`config.mk`:
```
export PLATFORM = sky130hd
export DESIGN_NAME = sync_fifo_flags
export DESIGN_NICKNAME = d
export VERILOG_FILES = /design/src/rtl/fifo_pkg.sv /design/src/rtl/fifo_dp_mem.sv /design/src/rtl/sync_fifo_flags.sv
export SDC_FILE = /design/constraint.sdc
export NUM_CORES = 1
export LEC_CHECK = 0
export ABC_AREA = 1
export CORE_ASPECT_RATIO = 0.75
export CORE_UTILIZATION = 45
export DETAILED_ROUTE_END_ITERATION = 6
export SLEW_MARGIN = 30
export SYNTH_ARGS = -nofsm -noshare
export SYNTH_HDL_FRONTEND = slang
export SYNTH_SLANG_ARGS = --single-unit
```
`constraint.sdc`:
```
create_clock -name clk -period 3.1 [get_ports clk]
set_clock_uncertainty 0.1 [all_clocks]
set_input_delay 0.62 -clock clk [delete_from_list [all_inputs] [get_ports clk]]
set_output_delay 0.62 -clock clk [all_outputs]
set_load 0.02 [all_outputs]
```
`src/rtl/fifo_pkg.sv`:
```
// Shared constants and parameter checks for the synchronous and asynchronous FIFOs.
package fifo_pkg;

    localparam int unsigned DEF_DATA_WIDTH       = 8;
    localparam int unsigned DEF_FIFO_DEPTH_WIDTH = 5;

    localparam int unsigned MODE_STD  = 0;
    localparam int unsigned MODE_FWFT = 1;

    // Legal: 1 <= afull <= depth and aempty <= depth-1.
    function automatic bit thresh_ok(input int unsigned depth_width,
                                     input int unsigned afull,
                                     input int unsigned aempty);
        int unsigned depth;
        depth = 32'd1 << depth_width;
        return (afull >= 1) && (afull <= depth) && (aempty < depth);
    endfunction

endpackage

```
`src/rtl/fifo_dp_mem.sv`:
```
// Dual-port storage array: synchronous write, combinational read.
module fifo_dp_mem #(
    parameter int unsigned DATA_WIDTH = 8,
    parameter int unsigned ADDR_WIDTH = 5
) (
    input  logic                  clk,
    input  logic                  we,
    input  logic [ADDR_WIDTH-1:0] waddr,
    input  logic [DATA_WIDTH-1:0] wdata,
    input  logic [ADDR_WIDTH-1:0] raddr,
    output logic [DATA_WIDTH-1:0] rdata
);

    localparam int unsigned DEPTH = 1 << ADDR_WIDTH;

    logic [DATA_WIDTH-1:0] mem [DEPTH];

    always_ff @(posedge clk) begin
        if (we) begin
            mem[waddr] <= wdata;
        end
    end

    assign rdata = mem[raddr];

endmodule

```
`src/rtl/sync_fifo_flags.sv`:
```
// Single-clock FIFO with programmable almost flags, sticky error flags,
// synchronous flush and optional first-word-fall-through read.
module sync_fifo_flags
    import fifo_pkg::*;
#(
    parameter int unsigned DATA_WIDTH       = DEF_DATA_WIDTH,
    parameter int unsigned FIFO_DEPTH_WIDTH = DEF_FIFO_DEPTH_WIDTH,
    parameter int unsigned FWFT             = MODE_STD,
    parameter int unsigned AFULL_THRESH     = 28,
    parameter int unsigned AEMPTY_THRESH    = 4
) (
    input  logic                      clk,
    input  logic                      rst_n,
    input  logic                      wr,
    input  logic                      rd,
    input  logic [DATA_WIDTH-1:0]     in_data,
    input  logic                      flush,
    input  logic                      clr_err,
    output logic [DATA_WIDTH-1:0]     out_data,
    output logic                      full,
    output logic                      empty,
    output logic                      almost_full,
    output logic                      almost_empty,
    output logic [FIFO_DEPTH_WIDTH:0] data_count,
    output logic                      overflow,
    output logic                      underflow
);

    localparam int unsigned AW    = FIFO_DEPTH_WIDTH;
    localparam int unsigned PW    = FIFO_DEPTH_WIDTH + 1;
    localparam int unsigned DEPTH = 1 << FIFO_DEPTH_WIDTH;

    if (!thresh_ok(FIFO_DEPTH_WIDTH, AFULL_THRESH, AEMPTY_THRESH)) begin : g_bad_thresh
        $error("sync_fifo_flags: almost-full/almost-empty threshold out of range");
    end

    logic [PW-1:0]         wr_ptr;
    logic [PW-1:0]         rd_ptr;
    logic [DATA_WIDTH-1:0] mem_rdata;
    logic                  wr_acc;
    logic                  rd_acc;

    // Flags come straight from the registered count.
    assign full         = (data_count == PW'(DEPTH));
    assign empty        = (data_count == '0);
    assign almost_full  = (data_count >= PW'(AFULL_THRESH));
    assign almost_empty = (data_count <= PW'(AEMPTY_THRESH));

    assign wr_acc = wr && !full  && !flush;
    assign rd_acc = rd && !empty && !flush;

    fifo_dp_mem #(
        .DATA_WIDTH (DATA_WIDTH),
        .ADDR_WIDTH (AW)
    ) u_mem (
        .clk   (clk),
        .we    (wr_acc),
        .waddr (wr_ptr[AW-1:0]),
        .wdata (in_data),
        .raddr (rd_ptr[AW-1:0]),
        .rdata (mem_rdata)
    );

    // Pointers and occupancy; flush overrides any same-cycle traffic.
    always_ff @(posedge clk or negedge rst_n) begin
        if (!rst_n) begin
            wr_ptr     <= '0;
            rd_ptr     <= '0;
            data_count <= '0;
        end else if (flush) begin
            wr_ptr     <= '0;
            rd_ptr     <= '0;
            data_count <= '0;
        end else begin
            if (wr_acc) wr_ptr <= wr_ptr + PW'(1);
            if (rd_acc) rd_ptr <= rd_ptr + PW'(1);
            case ({wr_acc, rd_acc})
                2'b10:   data_count <= data_count + PW'(1);
                2'b01:   data_count <= data_count - PW'(1);
                default: data_count <= data_count;
            endcase
        end
    end

    // Sticky errors: a new event outranks a same-cycle clear; flush neither sets nor clears.
    always_ff @(posedge clk or negedge rst_n) begin
        if (!rst_n) begin
            overflow  <= 1'b0;
            underflow <= 1'b0;
        end else begin
            overflow  <= (wr && full  && !flush) || (overflow  && !clr_err);
            underflow <= (rd && empty && !flush) || (underflow && !clr_err);
        end
    end

    if (FWFT == MODE_FWFT) begin : g_fwft
        assign out_data = empty ? '0 : mem_rdata;
    end else begin : g_std
        logic [DATA_WIDTH-1:0] out_q;

        always_ff @(posedge clk or negedge rst_n) begin
            if (!rst_n) begin
                out_q <= '0;
            end else if (rd_acc) begin
                out_q <= mem_rdata;
            end
        end

        assign out_data = out_q;
    end

endmodule

```
# After elaboration in Yosys (flattened, before gate mapping)
# Memory sizes are Yosys's and may differ from the RTL's. A register that Yosys moved wholly into a read port is not among the register bits.
# Cells that the tools add are included.
# W data, S select, Z words.
# totals
regBits	20
mem_bits_rw	256
inputBits	14
word_cells	44
mem_count	1
# memory_table
name	words	word_bits	read_ports	rd_ports_with_merged_regs	wr	line_no	text
u_mem.mem	32	8	1	1	1	fifo_dp_mem.sv:16	logic [DATA_WIDTH-1:0] mem [DEPTH];
# op_classes
n_addsub	4
magnitude_cmp	2
n_eq_ne	3
n_mux	8
reduce_logical	21
# op_table
op	n
$mux W6	5
$add A6 B1 Y6 const B	3
$pmux W6 S2	1
$logic_and A1 B1 Y1	10
$eq A6 B6 Y1 const B	1
$ge A6 B5 Y1 const B	1
$le A6 B3 Y1 const B	1
$logic_not A6 Y1	1
$sub A6 B1 Y6 const B	1
$logic_not A1 Y1	5
$reduce_bool A2 Y1	2
$reduce_bool A3 Y1	1
$eq A2 B1 Y1 const B	1
$eq A2 B2 Y1 const B	1
$logic_or A1 B1 Y1	2
$mux W1	2

# Logic depth before layout (Yosys ltp)
# logic_depth
depth_word	7
depth_mapped	17
mapped_depth_nobuf	17

# Cells and area by module
# Synthesis repeated with hierarchy kept, for this count alone.
# hier_totals
cells_unflattened	1089
area_unflattened_um2	12069.1
# by_module_without_submodules
mod	instances	cells_per_inst	area_per_inst_um2
fifo_dp_mem	1	914	10626.4
sync_fifo_flags	1	175	1442.6

# Least setup slack after synthesis
# OpenSTA, ideal clock, no wires.
# synth_path
kind	input to register
from	in wr
to	mem u_mem.mem[28][0] (enable)
setup_ns	0.370
arrival_time_ns	1.645
path_slack_ns	0.984
path_stages	6
n_path_buf	0
path_cell_list	inv_1 -> nor2_1 -> nand2_4 -> inv_1 -> nand2_1 -> nor2_1
# synth_between
elab_chain_len	4
# synth_rtl
item	line_no	text
start, declared	sync_fifo_flags.sv:14	input logic wr,
$logic_and A1 B1 Y1 (2 in series)	sync_fifo_flags.sv:49	assign wr_acc = wr && !full && !flush;
$mux W1	fifo_dp_mem.sv:19	if (we) begin
$mux W1 (not written as such)	fifo_dp_mem.sv:20	mem[waddr] <= wdata;
end, declared	fifo_dp_mem.sv:16	
# No other way between the ends.

# Final worst setup path
# layout_path
from	reg data_count[3]
to	out full
# layout_between
elab_chain_len	1
# layout_rtl
item	line_no	text
start, declared	sync_fifo_flags.sv:24	output logic [FIFO_DEPTH_WIDTH:0] data_count,
start signal, assigned	sync_fifo_flags.sv:78	2'b10: data_count <= data_count + PW'(1);
start signal, assigned	sync_fifo_flags.sv:79	2'b01: data_count <= data_count - PW'(1);
start signal, assigned	sync_fifo_flags.sv:80	default: data_count <= data_count;
$eq A6 B6 Y1	sync_fifo_flags.sv:44	assign full = (data_count == PW'(DEPTH));
end, declared	sync_fifo_flags.sv:20	output logic full,
# No other way between the ends.

==> out/qor.yml <==
job:
  drv_cap: 0
timing:
  finalHoldViolations: 0
  maxSlewHeadroom_pct: 43.94
  slew_violations: 0
  setup_viol: 0
  fin_crit_sh_pct: 88.93
  max_freq_mhz: 362.7
  grt_setup_unrepaired: "false"
  max_slew.worst_pin.slew_ns: 0.8383
  period_needed_ns: 2.757
  fin_ws_ns: 0.3431
  finalSetupTns_ns: 0
setup_path:
  worst_setup_path_end_kind: "primary output"
  crit_start: "data_count[3]"
  worstSetupPathType: "flop to primary output"
  worst-path-max-fanout: 6
  start_kind: "flop"
  crit_arrival_ns: 2.04
  r2r-start: "rd_ptr[0]"
  required_ns: 2.38
cts:
  clkTransAtPathRegs_ns: 0.06
  cts_buffer_depth: 3
  cts_resized: 0
  clock_latency_ns: 0.55
  cts_hold_buffers: 0
  cts-root-buf: "clkbuf_16"
  cts-htree-levels: 1
  cts_tree: "built"
  clock-sinks: 282
  cts_setup_buffers: 0
  cts_buffers: 26
placed_design:
  place.gp.congestion: 0.8945
  place_hpwl_um: 17360
  placed_cell_area_sq_um: 12570
  dp_slack_ns: 0.2373
  portBuffers: 33
logic_synthesis:
  yosysUniqueCellTypes: 30
  synth_flop_cell: "edfxtp_1"
  synth.yosys.seq_area_share_pct: 71.76
  post_synth.cell_area_avg_sq_um: 11.94
  async_flop_share_pct: 9.220
  synth_area_leader_cell: "edfxtp_1"
  synth_enable_flop_cells: 256
  syn-cell-area_sq_um: 11620
  yosys_warnings: 0
  synth_top_area_share_pct: 66.16
  synth.top_cells.by_area: "edfxtp_1 (66%), nor2_1 (5.9%), o21ai_0 (5.6%)"
  synth-seq-cells: 282
  syn_nets: 995
  syn_inst: 973
layout:
  area_growth_pct: 16.16
  diodes: 0
  final_cell_mix: "edfxtp_1 (256), nor2_1 (183), o21ai_0 (131)"
  drive_above_1_share_pct: 10.92
  layout_commonest_cell: "edfxtp_1"
  final_nets: 1056
  fin_area_sq_um: 13500
drt:
  vias_per_cell: 5.547
  drt_iter0_drc: 700
  vias: 7716
  drc: 0
  wl_per_cell_um: 20.20
  ant_nets: 0
  finalWirelength_um: 28110
  first_pass_iters: 5
global_routing:
  antenna_found_initial: 0
  grt_max_degree: 51
  track_usage_pct: 21.59
  grt_overflow: 0
  grt_pass1_wl_um: 43490
  grt_pass1_vias: 7392
floorplan:
  die_w_um: 187.6
  core_sq_um: 25150
  initial_utilization_pct: 46.20
  die_area_sq_um: 26480
  num_rows: 50
  chipHeight_um: 141.2
  io_pins: 34
run_status:
  status: "completed"
power_and_ir_drop:
  ir_worst_vdd_mv: 0.4705
  power_density_nw_per_um2: 802.1
  p_leak_nw: 4.751
worst_hold_path:
  hold_path.class: "flop to flop"
  hold_path_startpoint: "out_data[0]"
-- power breakdown --
group          total, mW  internal (mW)  leakage (nW)  switching (mW)
Combinational       2.84          0.961          1.66            1.87
Clock               3.50           2.13         0.451            1.38
Sequential          4.49           4.28          2.64           0.210
-- Yosys cell counts, types with 2 or more instances --
cell / count
a21oi_1: 15
buf_2: 24
buf_4: 5
clkbuf_1: 25
clkinv_1: 2
dfrtp_1: 26
edfxtp_1: 256
ha_1: 8
inv_1: 26
inv_2: 4
inv_4: 2
nand2_1: 105
nand2_2: 2
nand2_4: 2
nand3_1: 24
nand3_2: 3
nor2_1: 183
nor2_2: 6
nor3_1: 4
o211ai_1: 3
o21ai_0: 131
o21ai_1: 43
o221ai_1: 3
o22ai_1: 63
xnor2_1: 3
-- routing by layer --
layer,up-vias,global-route usage (%),part of all wire (%)
met4,0,6.376,2.4
met3,47,3.336,6.3
li1,3614,-,-
met2,254,30.94,43
met1,3801,33.76,49
met5,-,0,0
-- stage by stage --
stage | hold WS, ns | utilization [%] | total power [mW] | cells
6_report | 0.3921 | 53.67 | 10.83 | 1391
5_1_grt | 0.4213 | 53.67 | 11.34 | 1391
4_1_cts | 0.3981 | 53.67 | 10.87 | 1391
3_5_place_dp | 0.3758 | 49.98 | 7.386 | 1344
3_3_place_gp | 0.3845 | 49.98 | 7.383 | 1344
2_1_floorplan | 0.2244 | - | 6.300 | 973
-- cell type report --
cell class | instances | area [sq um]
clock buffers | 33 | 676.9
clock inverters | 14 | 252.7
fillers | 2174 | 11650
inverters | 34 | 135.1
multi-input cells | 602 | 2887
flip-flops and latches | 282 | 8343
well taps | 338 | 422.9
repair buffers | 88 | 780.7
-- registers in the layout, summed over array words and instances, names as in the netlist --
name	cells
data_count	6
rd_ptr	5
wr_ptr	5
underflow	1
overflow	1
out_data	8
u_mem.mem	256
-- critical path, cell delays in order (launching register included) --
cell and delay, ns:
dfrtp_1 0.47, nor2_2 0.19, nand3_2 0.14, inv_1 0.09
clkdlybuf4s50_1 0.61
-- final timing paths --
kind                       slack (ns)  cells after the start           to
setup / recovery                 0.34                      4         full
hold / removal                   0.39                      2  out_data[0]
setup reg to reg                 0.58                     12  out_data[6]
hold reg to reg                  0.39                      2  out_data[0]
max in group asynchronous        1.79                      2    wr_ptr[3]
min in group asynchronous        0.47                      1     overflow
-- logic make-up (layout without fill, tap and decap cells) --
| group | Yosys count | in the layout | synth area share [%] |
|---|---|---|---|
| AND/OR/NAND/NOR | 332 | 332 | 11.73 |
| flip-flops | 282 | 282 | 71.76 |
| buffers and inverters | 89 | 169 | 3.403 |
| XOR/XNOR | 4 | 4 | 0.3016 |
| adder cells (fa/ha/maj) | 8 | 8 | 0.8615 |
| AO/OA/AOI/OAI | 258 | 258 | 11.95 |
(Power assumes the default switching activity.)
